`config.mk`:
```
export PLATFORM = sky130hd
export DESIGN_NAME = rf_sequencer
export DESIGN_NICKNAME = d
export VERILOG_FILES = /design/src/rtl/rf_seq_pkg.sv /design/src/rtl/rf_seq_alu.sv /design/src/rtl/rf_sequencer.sv
export SDC_FILE = /design/constraint.sdc
export NUM_CORES = 1
export LEC_CHECK = 0
export ABC_AREA = 1
export CAP_MARGIN = 10
export CORE_MARGIN = 2
export CORE_UTILIZATION = 33
export CTS_BUF_LIST = sky130_fd_sc_hd__clkbuf_16
export CTS_CLUSTER_SIZE = 25
export DETAILED_ROUTE_END_ITERATION = 8
export DONT_BUFFER_PORTS = 1
export PLACE_DENSITY_LB_ADDON = 0.3
export SLEW_MARGIN = 20
export SYNTH_ARGS = -nofsm -noshare
export SYNTH_HDL_FRONTEND = slang
export SYNTH_SLANG_ARGS = --single-unit
```
`constraint.sdc`:
```
create_clock -name clk -period 5.4 [get_ports clk]
set_input_delay 0.81 -clock clk [delete_from_list [all_inputs] [get_ports clk]]
set_output_delay 0.81 -clock clk [all_outputs]
set_load 0.01 [all_outputs]
```
`src/rtl/rf_seq_pkg.sv`:
```
// Shared types and instruction field positions for the register-file sequencer.
// Imported by rf_sequencer and rf_seq_alu.
package rf_seq_pkg;

  typedef enum logic [2:0] {
    OP_LDI = 3'd0,
    OP_ADD = 3'd1,
    OP_SUB = 3'd2,
    OP_MOV = 3'd3,
    OP_OUT = 3'd4
  } opcode_t;

  typedef enum logic [1:0] {
    S_IDLE = 2'd0,
    S_READ = 2'd1,
    S_WAIT = 2'd2,
    S_EXEC = 2'd3
  } state_t;

  localparam int OP_MSB  = 11;
  localparam int OP_LSB  = 9;
  localparam int RD_MSB  = 8;
  localparam int RD_LSB  = 6;
  localparam int RA_MSB  = 5;
  localparam int RA_LSB  = 3;
  localparam int RB_MSB  = 2;
  localparam int RB_LSB  = 0;
  localparam int IMM_MSB = 3;
  localparam int IMM_LSB = 0;

endpackage

```
`src/rtl/rf_seq_alu.sv`:
```
// Combinational DW-bit ALU: wrap-around add, subtract, or pass-through of operand a.
// Any opcode other than ADD/SUB passes a, which covers MOV and OUT.
module rf_seq_alu
  import rf_seq_pkg::*;
#(
  parameter int DW = 4
) (
  input  logic [2:0]    op,
  input  logic [DW-1:0] a,
  input  logic [DW-1:0] b,
  output logic [DW-1:0] y
);

  // Result select; carries and borrows are discarded by the DW-bit width.
  always_comb begin
    y = a;
    case (op)
      OP_ADD:  y = a + b;
      OP_SUB:  y = a - b;
      default: y = a;
    endcase
  end

endmodule

```
`src/rtl/rf_sequencer.sv`:
```
// Multi-cycle sequencer: accepts one instruction, reads the register file,
// waits out its registered read latency, then issues write-back or OUT/err strobes.
module rf_sequencer
  import rf_seq_pkg::*;
#(
  parameter int DW = 4,
  parameter int AW = 3
) (
  input  logic          clk,
  input  logic          rst,
  input  logic [11:0]   instr,
  input  logic          instr_valid,
  output logic          instr_ready,
  output logic [AW-1:0] rda1,
  output logic [AW-1:0] rda2,
  input  logic [DW-1:0] rdd1,
  input  logic [DW-1:0] rdd2,
  output logic          wr_en,
  output logic [AW-1:0] wra,
  output logic [DW-1:0] wrd,
  output logic          out_valid,
  output logic [DW-1:0] out_data,
  output logic          err,
  output logic          busy
);

  state_t        state_r, next_state_s;
  logic [2:0]    op_r, op_next_s;
  logic [AW-1:0] rd_r, rd_next_s;
  logic [AW-1:0] rda1_r, rda1_next_s;
  logic [AW-1:0] rda2_r, rda2_next_s;
  logic          wr_en_r, wr_en_next_s;
  logic [AW-1:0] wra_r, wra_next_s;
  logic [DW-1:0] wrd_r, wrd_next_s;
  logic          out_valid_r, out_valid_next_s;
  logic [DW-1:0] out_data_r, out_data_next_s;
  logic          err_r, err_next_s;

  logic [2:0]    instr_op_s;
  logic [AW-1:0] instr_rd_s;
  logic [AW-1:0] instr_ra_s;
  logic [AW-1:0] instr_rb_s;
  logic [DW-1:0] instr_imm_s;
  logic [DW-1:0] alu_y_s;

  assign instr_op_s  = instr[OP_MSB:OP_LSB];
  assign instr_rd_s  = AW'(instr[RD_MSB:RD_LSB]);
  assign instr_ra_s  = AW'(instr[RA_MSB:RA_LSB]);
  assign instr_rb_s  = AW'(instr[RB_MSB:RB_LSB]);
  assign instr_imm_s = DW'(instr[IMM_MSB:IMM_LSB]);

  rf_seq_alu #(.DW(DW)) u_alu (
    .op (op_r),
    .a  (rdd1),
    .b  (rdd2),
    .y  (alu_y_s)
  );

  // Next-state and next-output logic; strobes default low so they last one cycle.
  always_comb begin
    next_state_s     = state_r;
    op_next_s        = op_r;
    rd_next_s        = rd_r;
    rda1_next_s      = rda1_r;
    rda2_next_s      = rda2_r;
    wr_en_next_s     = 1'b0;
    wra_next_s       = wra_r;
    wrd_next_s       = wrd_r;
    out_valid_next_s = 1'b0;
    out_data_next_s  = out_data_r;
    err_next_s       = 1'b0;
    case (state_r)
      S_IDLE: begin
        if (instr_valid) begin
          case (instr_op_s)
            OP_LDI: begin
              wr_en_next_s = 1'b1;
              wra_next_s   = instr_rd_s;
              wrd_next_s   = instr_imm_s;
              next_state_s = S_EXEC;
            end
            OP_ADD, OP_SUB, OP_MOV, OP_OUT: begin
              op_next_s    = instr_op_s;
              rd_next_s    = instr_rd_s;
              rda1_next_s  = instr_ra_s;
              rda2_next_s  = instr_rb_s;
              next_state_s = S_READ;
            end
            default: begin
              err_next_s   = 1'b1;
              next_state_s = S_EXEC;
            end
          endcase
        end else begin
          next_state_s = S_IDLE;
        end
      end
      S_READ: next_state_s = S_WAIT;
      S_WAIT: begin
        next_state_s = S_EXEC;
        // Read data is only trustworthy here, one cycle after the RF sampled rda1/rda2.
        case (op_r)
          OP_ADD, OP_SUB, OP_MOV: begin
            wr_en_next_s = 1'b1;
            wra_next_s   = rd_r;
            wrd_next_s   = alu_y_s;
          end
          OP_OUT: begin
            out_valid_next_s = 1'b1;
            out_data_next_s  = alu_y_s;
          end
          default: begin
            wr_en_next_s = 1'b0;
          end
        endcase
      end
      S_EXEC:  next_state_s = S_IDLE;
      default: next_state_s = S_IDLE;
    endcase
  end

  // State and output registers; reset drops any in-flight write.
  always_ff @(posedge clk or posedge rst) begin
    if (rst) begin
      state_r     <= S_IDLE;
      op_r        <= 3'd0;
      rd_r        <= '0;
      rda1_r      <= '0;
      rda2_r      <= '0;
      wr_en_r     <= 1'b0;
      wra_r       <= '0;
      wrd_r       <= '0;
      out_valid_r <= 1'b0;
      out_data_r  <= '0;
      err_r       <= 1'b0;
    end else begin
      state_r     <= next_state_s;
      op_r        <= op_next_s;
      rd_r        <= rd_next_s;
      rda1_r      <= rda1_next_s;
      rda2_r      <= rda2_next_s;
      wr_en_r     <= wr_en_next_s;
      wra_r       <= wra_next_s;
      wrd_r       <= wrd_next_s;
      out_valid_r <= out_valid_next_s;
      out_data_r  <= out_data_next_s;
      err_r       <= err_next_s;
    end
  end

  assign instr_ready = (state_r == S_IDLE);
  assign busy        = (state_r != S_IDLE);
  assign rda1        = rda1_r;
  assign rda2        = rda2_r;
  assign wr_en       = wr_en_r;
  assign wra         = wra_r;
  assign wrd         = wrd_r;
  assign out_valid   = out_valid_r;
  assign out_data    = out_data_r;
  assign err         = err_r;

endmodule

```
==> results.toml, run 1 <==
[grt]
grt_pass1_wl_mm = 5.34
grt_pass1_vias = 1141
grt_max_degree = 29
antenna_found_initial = 0
grtUsageTotal_pct = 13.3
overflow = 0

[floorplanning]
io_pins = 45
die_y_um = 71.8
die_area_um2 = 5150
rows = 24
fp.coreArea_um2 = 4380
die_w_um = 71.8
initial_core_util_pct = 34.6

[place]
dp_hpwl_mm = 2.52
dpl.cell_count = 209
port_buffers = 0
dpl_cell_area_um2 = 1560
place_congestion = 0.914

[worst_setup_path]
cp.arrival_ps = 2340
slowest_delay_ps = 450
critPathSlowestCell = "fa_1"
crit_path_start_kind = "primary input"
crit_path_frequent_cell = "nand2_1"
crit_type = "primary input to register"
critPathTopFamily = "adder cells"
crit_required_ps = 5550
path_max_fanout = 2
worst-path-buf-inv = 1
worstPathCellList = "inv_1, ha_1, nand2_1, o21ai_0, fa_1, xnor2_1, a21boi_2, nand2_1, o211ai_2, nand2_2"
cp-end-kind = "register"

[timing]
slew_headroom_pct = 60.5
fmax_ghz = 0.456
holdWs_ps = 494
rsz0062_at_grt = "no"
clock_skew_ps = 4.91
hold_viol_final = 0
period_needed_ps = 2190
setup_viol = 0
finalSetupTns_ps = 0
tightest_slew_ps = 591
slew_viol_final = 0
finalCritPeriodShare_pct = 40.6

[power_and_ir_drop]
fin_total_pwr_mw = 0.959
total_leakage_power_nw = 0.794
vdd_drop_max_mv = 0.218
p_per_area_nw_per_um2 = 584

[layout]
n_antenna_cell = 0
layout_commonest_cell = "nand2_1"
nNetsFinal = 192
final_cells = 213
final_cell_mix = "nand2_1 (39), dfrtp_1 (28), inv_1 (17)"
drive_above_1_share_pct = 23.0
final_cell_area_um2 = 1640
syn_to_final_growth_pct = 8.25

[clocking]
numClockSinks = 28
cts_htree_levels = 1
clkSlewWorstSetupHoldPaths_ps = 70
insertion_delay_ps = 260
postCtsHoldBufs = 0
postCtsSetupRepairBufs = 0
clock_path_buffers = 2
cts_root_buf = "clkbuf_16"
tritoncts = "yes"
cts_buffers = 3
ctsResizeCount = 0

[synth]
yosys_warnings = 0
yosysSeqAreaShare_pct = 46.2
yosys.area.top_type = "dfrtp_1"
synth_area_leaders = "dfrtp_1 (46%), nand2_1 (9.7%), ha_1 (5.0%)"
synth_cell_types = 30
synth_area_um2 = 1520
synth-seq-cells = 28
syn_avg_cell_area_um2 = 9.54
yosysTopAreaCellShare_pct = 46.2
synth_fp_nets = 189
syn-instance-count = 159

[hold_path]
hp-class = "primary input to asynchronous set/reset pin"

[flow_run]
cap_violations = 0

[drt]
via_count = 1061
ant_nets = 0
drt_iter0_markers = 20
vias_per_cell = 4.98
wire_per_inst_um = 15.0
drc = 0
drt_wl_total_mm = 3.20
drt_pass1_iterations = 4

[run_status]
status = "completed"
[stage by stage]
step                util [%]  worst slack (ps)
floorplan                  -              3110
global placement        35.6              3000
detailed placement      35.6              2930
CTS                     37.4              3200
global route            37.4              3040
finish                  37.4              3210
[synth_stat cells, drive strengths merged]
library cell,count
ha,6
fa,1
xnor2,2
inv,23
a21boi,1
clkbuf,1
nor4,1
nand3,6
nor3,1
nor2,9
xor2,1
o21ai,12
nand3b,1
a21oi,5
o211ai,3
nand2,43
buf,1
dfrtp,28
nand4,1
mux2,8
clkinv,1
a31oi,4
[kinds of logic after synthesis]
family	Yosys count	synth area share [%]
and+or+nand+nor	62	19.5
DFF	28	46.2
buffers and inverters	26	7.67
AOI/OAI and AO/OA	25	11.7
muxes	8	6.44
adders and majority gates	7	6.27
xor gates and xnor gates	3	2.23
[routing by layer]
layer / track usage [%] / share of wire, %
met1: 16.9 / 42
met3: 4.36 / 9.1
met2: 21.9 / 48
met5: 0 / 0
met4: 3.56 / 0.88
[path summary, 6_finish.rpt]
kind                            startpoint          end  slack [ps]  depth (start not counted)
worst min-delay path                   rst       wra[1]         490                          1
max in group asynchronous              rst  out_data[2]        4520                          1
min in group clk                   rd_r[1]      rd_r[1]         520                          1
worst min register to register     rd_r[1]      rd_r[1]         520                          1
worst max register to register     op_r[1]       wrd[3]        3360                         13
worst max-delay path               rdd2[0]       wrd[2]        3210                         10
[area by class of cell]
class | count | area [um^2]
Fill cell | 439 | 2740
Sequential cell | 28 | 701
Multi-Input combinational cell | 105 | 699
Inverter | 24 | 97.6
Clock buffer | 3 | 75.1
Tap cell | 52 | 65.1
Clock inverter | 1 | 3.75
[report_power, final]
| part | switching (mW) | leakage, nW | total [mW] | internal [mW] |
|---|---|---|---|---|
| logic | 0.226 | 0.418 | 0.373 | 0.148 |
| registers | 0.111 | 0.337 | 0.418 | 0.307 |
| clock network | 0.0688 | 0.0385 | 0.168 | 0.0992 |
[registers in the layout, indices dropped and copies added (netlist names)]
name / count
err: 1
op_r: 3
out_data: 4
out_valid: 1
rd_r: 3
rda1: 3
rda2: 3
state_r: 2
wr_en: 1
wra: 3
wrd: 4
(Power assumes the default switching activity.)
==> run 2, diff against run 1 <==
==> constraint.sdc (replaced) <==
create_clock -name clk -period 2 [get_ports clk]
set_input_delay 0.3 -clock clk [delete_from_list [all_inputs] [get_ports clk]]
set_output_delay 0.3 -clock clk [all_outputs]
set_load 0.01 [all_outputs]
==> run 2 against run 1 <==
  * Final area grew 3.0%
  * Clock power rose to 2.7 times the previous value
  * The flow now finishes with violations (hold timing)
  * Sequential power rose to 2.6 times the previous value
  * Critical path depth is 1 higher
  * Combinational power rose to 2.9 times the previous value
==> results.toml, run 2 (synthesized netlist as in run 1, its figures left out) <==
[timing]
setup_viol = 0
holdWs_ps = -5.18
fmax_ghz = 0.539
tightest_slew_ps = 494
rsz0062_at_grt = "yes"
clock_skew_ps = 2.10
hold_viol_final = 11
period_needed_ps = 1850
slew_headroom_pct = 66.8
slew_viol_final = 0
finalCritPeriodShare_pct = 92.7

[clocking]
cts_htree_levels = 1
cts_buffers = 3
postCtsHoldBufs = 0
postCtsSetupRepairBufs = 0
insertion_delay_ps = 260
numClockSinks = 28
clkSlewWorstSetupHoldPaths_ps = 70
clock_path_buffers = 2
ctsResizeCount = 1
tritoncts = "yes"
cts_root_buf = "clkbuf_16"

[power_and_ir_drop]
fin_total_pwr_mw = 2.64
power_frac_comb_pct = 41.7
total_leakage_power_nw = 0.826
p_per_area_nw_per_um2 = 1560
p_switching_mw = 1.08
vdd_drop_max_mv = 0.562
seqPwrFrac_pct = 41.3
p_sw_share_pct = 41.1
power.internal_mw = 1.55
p_clk_share_pct = 17.0

[layout]
syn_to_final_growth_pct = 11.5
layout_commonest_cell = "nand2_1"
final_cell_area_um2 = 1690
n_antenna_cell = 0
postLayoutCoreUtil_pct = 38.6
nNetsFinal = 198
drive_above_1_share_pct = 25.7
final_cell_mix = "nand2_1 (39), dfrtp_1 (28), inv_1 (18)"

[grt]
grt_use_met3_pct = 4.64
grt_pass1_wl_mm = 5.31
grt_pass1_vias = 1169
met2_usage_pct = 21.0
use_met1_pct = 16.2
top_usage_layer = "met2"
grt_max_degree = 29
grtUsageTotal_pct = 12.8
overflow = 0
antenna_found_initial = 0

[floorplanning]
fp.coreArea_um2 = 4380
die_y_um = 71.8
initial_core_util_pct = 34.6
io_pins = 45
rows = 24
die_area_um2 = 5150
die_w_um = 71.8

[hold_path]
hp-class = "primary input to asynchronous set/reset pin"

[drt]
via_count = 1081
vias_per_cell = 4.94
wire_per_inst_um = 14.0
drt_wl_total_mm = 3.07
drc = 0
drt_iter0_markers = 14
ant_nets = 0
drt_pass1_iterations = 4

[worst_setup_path]
crit_path_start_kind = "register"
crit_type = "register to register"
path_max_fanout = 3
crit_required_ps = 2140
cp-end-kind = "register"
cp.arrival_ps = 1990

[place]
place_congestion = 0.888
dpl_cell_area_um2 = 1610
dp_hpwl_mm = 2.44
port_buffers = 0

[run_status]
status = "finished with violations"
violations = "hold timing"

[flow_run]
cap_violations = 0
## run 2: cell type report
type | instances | area [um^2]
clock buffer | 3 | 75.1
clock inverter | 1 | 3.75
sequential | 28 | 701
fill | 458 | 2690
tap | 52 | 65.1
timing repair buffer | 6 | 45.0
multi-input combinational | 105 | 703
inverter | 24 | 97.6
## run 2: path summary, 6_finish.rpt
check	start	endpoint	slack (ps)	depth (start not counted)
max in group asynchronous	rst	out_data[0]	1740	2
hold / removal	rst	wra[2]	-5	2
setup reg to reg	op_r[1]	out_data[3]	150	11
min in group clk	instr[5]	rda1[2]	190	1
setup / recovery	op_r[1]	out_data[3]	150	11
hold reg to reg	rd_r[2]	rd_r[2]	510	1
## run 2: worst max-delay path: stages, from the launching register on
cell,delay (ps)
dfrtp_1,400
a31oi_1,200
xnor2_1,160
ha_1,300
a21oi_1,160
nand2_1,90
nand3_1,110
nand3_1,80
nand2_1,70
nand2_1,50
nand2_1,60
o21ai_2,50
## run 2: metrics by stage
step / std cells / setup WS (ps) / TNS (ps)
4_1_cts: 219 / 77.7 / 0
3_3_place_gp: 215 / 93.0 / 0
2_1_floorplan: 159 / 141 / 0
5_1_grt: 219 / -8.09 / -8.09
6_report: 219 / 146 / 0
3_5_place_dp: 215 / -31.2 / -49.0
## run 2: power groups by stage
stage               registers [mW]  logic [mW]  clock network [mW]
global placement              1.10        1.08                   0
detailed placement            1.10        1.11                   0
global route                  1.13        1.26               0.487
CTS                           1.10        1.12               0.461
floorplan                     1.07       0.859                   0
finish                        1.09        1.10               0.448
## run 2: per-layer routing
layer  up-vias  routed length, um
met1       508               1330
met2        37               1390
li1        532                  -
met5         -                  0
met4         0                 29
met3         4                314
==> run 3, diff against run 2 <==
--- a/config.mk
+++ b/config.mk
@@ -5,7 +5,6 @@
 export SDC_FILE = /design/constraint.sdc
 export NUM_CORES = 1
 export LEC_CHECK = 0
-export ABC_AREA = 1
 export CAP_MARGIN = 10
 export CORE_MARGIN = 2
 export CORE_UTILIZATION = 33
==> run 3 against run 2 <==
  * The run ends with setup timing left
  * Hold slack better by 190 ps
  * Clock power up 32%
  * Total power up 3.5%
  * Routed wire length up 8.7%
  * Fmax down 24%
  * Sequential share of layout area down 3.7 points
  * Critical path depth down 1
  * Combinational power down 4%
  * Area after synthesis down 3.6%
  * Highest routed layer unchanged
==> results.toml, run 3 <==
[grt]
overflow = 0
grt_max_degree = 29
grtUsageTotal_pct = 13.8
grt_pass1_vias = 1126
antenna_found_initial = 0
grt_pass1_wl_mm = 5.44

[power_and_ir_drop]
seqPwrFrac_pct = 39.5
vdd_drop_max_mv = 0.592
total_leakage_power_nw = 0.820
power_frac_comb_pct = 38.9
power.internal_mw = 1.77
p_clk_share_pct = 21.6
p_switching_mw = 0.955
p_sw_share_pct = 35.0
p_per_area_nw_per_um2 = 1470
fin_total_pwr_mw = 2.73

[synth]
synth_area_leaders = "dfrtp_1 (48%), mux2_2 (12%), ha_1 (5.1%)"
ys.flop_type = "dfrtp_1"
synth_adder_area_share_pct = 6.51
synthTopCellsByCount = "dfrtp_1 (28), nor2_1 (16), mux2_2 (15)"
yosysSeqAreaShare_pct = 47.9
yosysMostFrequentCell = "dfrtp_1"
syn_avg_cell_area_um2 = 10.7
synth_edf_count = 0
synthSimpleGateAreaFrac_pct = 12.8
synth-xor-area-share_pct = 2.40
synth_cell_types = 34
yosysTopAreaCellShare_pct = 47.9
synth_top_family_by_area = "multiplexers"
async_reset_ff_share_pct = 100
yosys_warnings = 0
syn-instance-count = 136
synth_area_um2 = 1460
synth_fp_nets = 166
muxShareOfSynthArea_pct = 14.3
yosys.area.top_type = "dfrtp_1"
synth_compound_gate_area_share_pct = 11.6
synth-seq-cells = 28

[worst_setup_path]
slowest_delay_ps = 430
r2r_slack_ps = -450
critPathSlowestCell = "dfrtp_2"
crit_required_ps = 2150
path_max_fanout = 3
rr_endpoint = "wrd[3]"
cp-end-kind = "register"
r2r-start = "op_r[0]"
rr_worst_depth = 10
crit_type = "register to register"
cp.arrival_ps = 2610
worstPathCellList = "nor3b_4, mux2_4, inv_2, ha_4, nor2b_4, o21a_1, o311ai_2, a31o_1, nand3_1, a22o_1"
crit_path_start_kind = "register"

[timing]
slew_headroom_pct = 64.5
setup_viol = 5
worst_slack_ps = -452
clock_skew_ps = 4.21
slew_viol_final = 0
hold_viol_final = 0
period_needed_ps = 2450
tightest_slew_ps = 533
fmax_ghz = 0.408
finalCritPeriodShare_pct = 123
holdWs_ps = 182
rsz0062_at_grt = "yes"

[place]
port_buffers = 0
pre_cts_slack_ps = -470
dp_hpwl_mm = 2.55
place_congestion = 0.818

[clocking]
insertion_delay_ps = 260
tritoncts = "yes"
numClockSinks = 28
clock_path_buffers = 2
clkSlewWorstSetupHoldPaths_ps = 70
cts_buffers = 3
cts_htree_levels = 1
cts_root_buf = "clkbuf_16"

[layout]
layout_commonest_cell = "dfrtp_1"
nNetsFinal = 186
final_cell_mix = "dfrtp_1 (27), buf_4 (16), nor2_1 (15)"
n_antenna_cell = 0
syn_to_final_growth_pct = 27.4
drive_above_1_share_pct = 35.5
postLayoutCoreUtil_pct = 43.1

[flow_run]
cap_violations = 0

[hold_path]
min_from = "instr[10]"
holdPathEnd = "op_r[1]"
hp-class = "primary input to register"
hold_depth = 1

[drt]
vias_per_cell = 5.16
drc = 0
ant_nets = 0
wire_per_inst_um = 16.1
drt_pass1_iterations = 4
drt_iter0_markers = 49
drt_wl_total_mm = 3.33
via_count = 1068

[floorplanning]
initial_core_util_pct = 33.8
fp.coreArea_um2 = 4320
die_w_um = 70.5
die_area_um2 = 4980
die_y_um = 70.5
rows = 24
io_pins = 45

[run_status]
status = "finished with violations"
violations = "setup timing"
## run 3: per-layer routing
layer  global-route usage [%]  up-vias  wire length, um
met3                     5.13        2              238
met5                        0        -                0
met4                     4.40        0               23
met2                     24.0       29             1720
li1                         -      509                -
met1                     15.8      528             1350
## run 3: power groups by stage
stage          registers [mW]  clock network [mW]  logic [mW]
2_1_floorplan            1.05                   0       0.681
3_3_place_gp             1.09                   0       0.897
3_5_place_dp             1.10                   0       0.937
4_1_cts                  1.08               0.608       0.989
5_1_grt                  1.11               0.624        1.17
6_report                 1.08               0.590        1.06
## run 3: how the worst max path moves through the flow
stage | start | to | slack, ps | cells after the start
finish | op_r[0] | wrd[3] | -450 | 10
global route | op_r[0] | wrd[3] | -570 | 10
CTS | op_r[0] | wrd[3] | -430 | 10
detailed placement | op_r[0] | wrd[3] | -470 | 10
global placement | op_r[0] | wrd[3] | -360 | 10
floorplan | op_r[0] | wrd[3] | -350 | 10
## run 3: kinds of logic (layout without fill, tap and decap cells)
family | Yosys count | after routing
fa+ha+maj | 7 | 7
xor+xnor | 4 | 4
simple gates | 37 | 37
flops | 28 | 28
compound gates | 26 | 26
buf+inv | 15 | 34
mux | 19 | 19
## run 3: timing repair
item,CTS,global route
setup buffers,3,3
hold buffers,1,0
resized for setup,4,13
endpoints found under the hold margin,26,0
pin swaps,0,8
endpoints found under the setup margin,5,9
## run 3: stage by stage
stage	setup TNS, ps	std cells	area, um^2
6_report	-1530	207	1860
5_1_grt	-1950	207	1860
4_1_cts	-1440	204	1780
3_5_place_dp	-1180	197	1630
3_3_place_gp	-943	197	1630
2_1_floorplan	-349	136	1500
## run 3: cell type report
class / instances / area, um^2
Fill cell: 423 / 2460
Multi-Input combinational cell: 93 / 796
Sequential cell: 28 / 702
Timing Repair Buffer: 19 / 153
Clock buffer: 3 / 75.1
Tap cell: 52 / 65.1
Inverter: 11 / 41.3
Clock inverter: 1 / 30.0
## run 3: critical path, delay by kind of cell, from the launching register on
kind	cells	cell delay, ps
compound gates	4	900
fa+ha+maj	1	180
buf+inv	1	70
flops	1	430
mux	1	330
simple gates	3	420
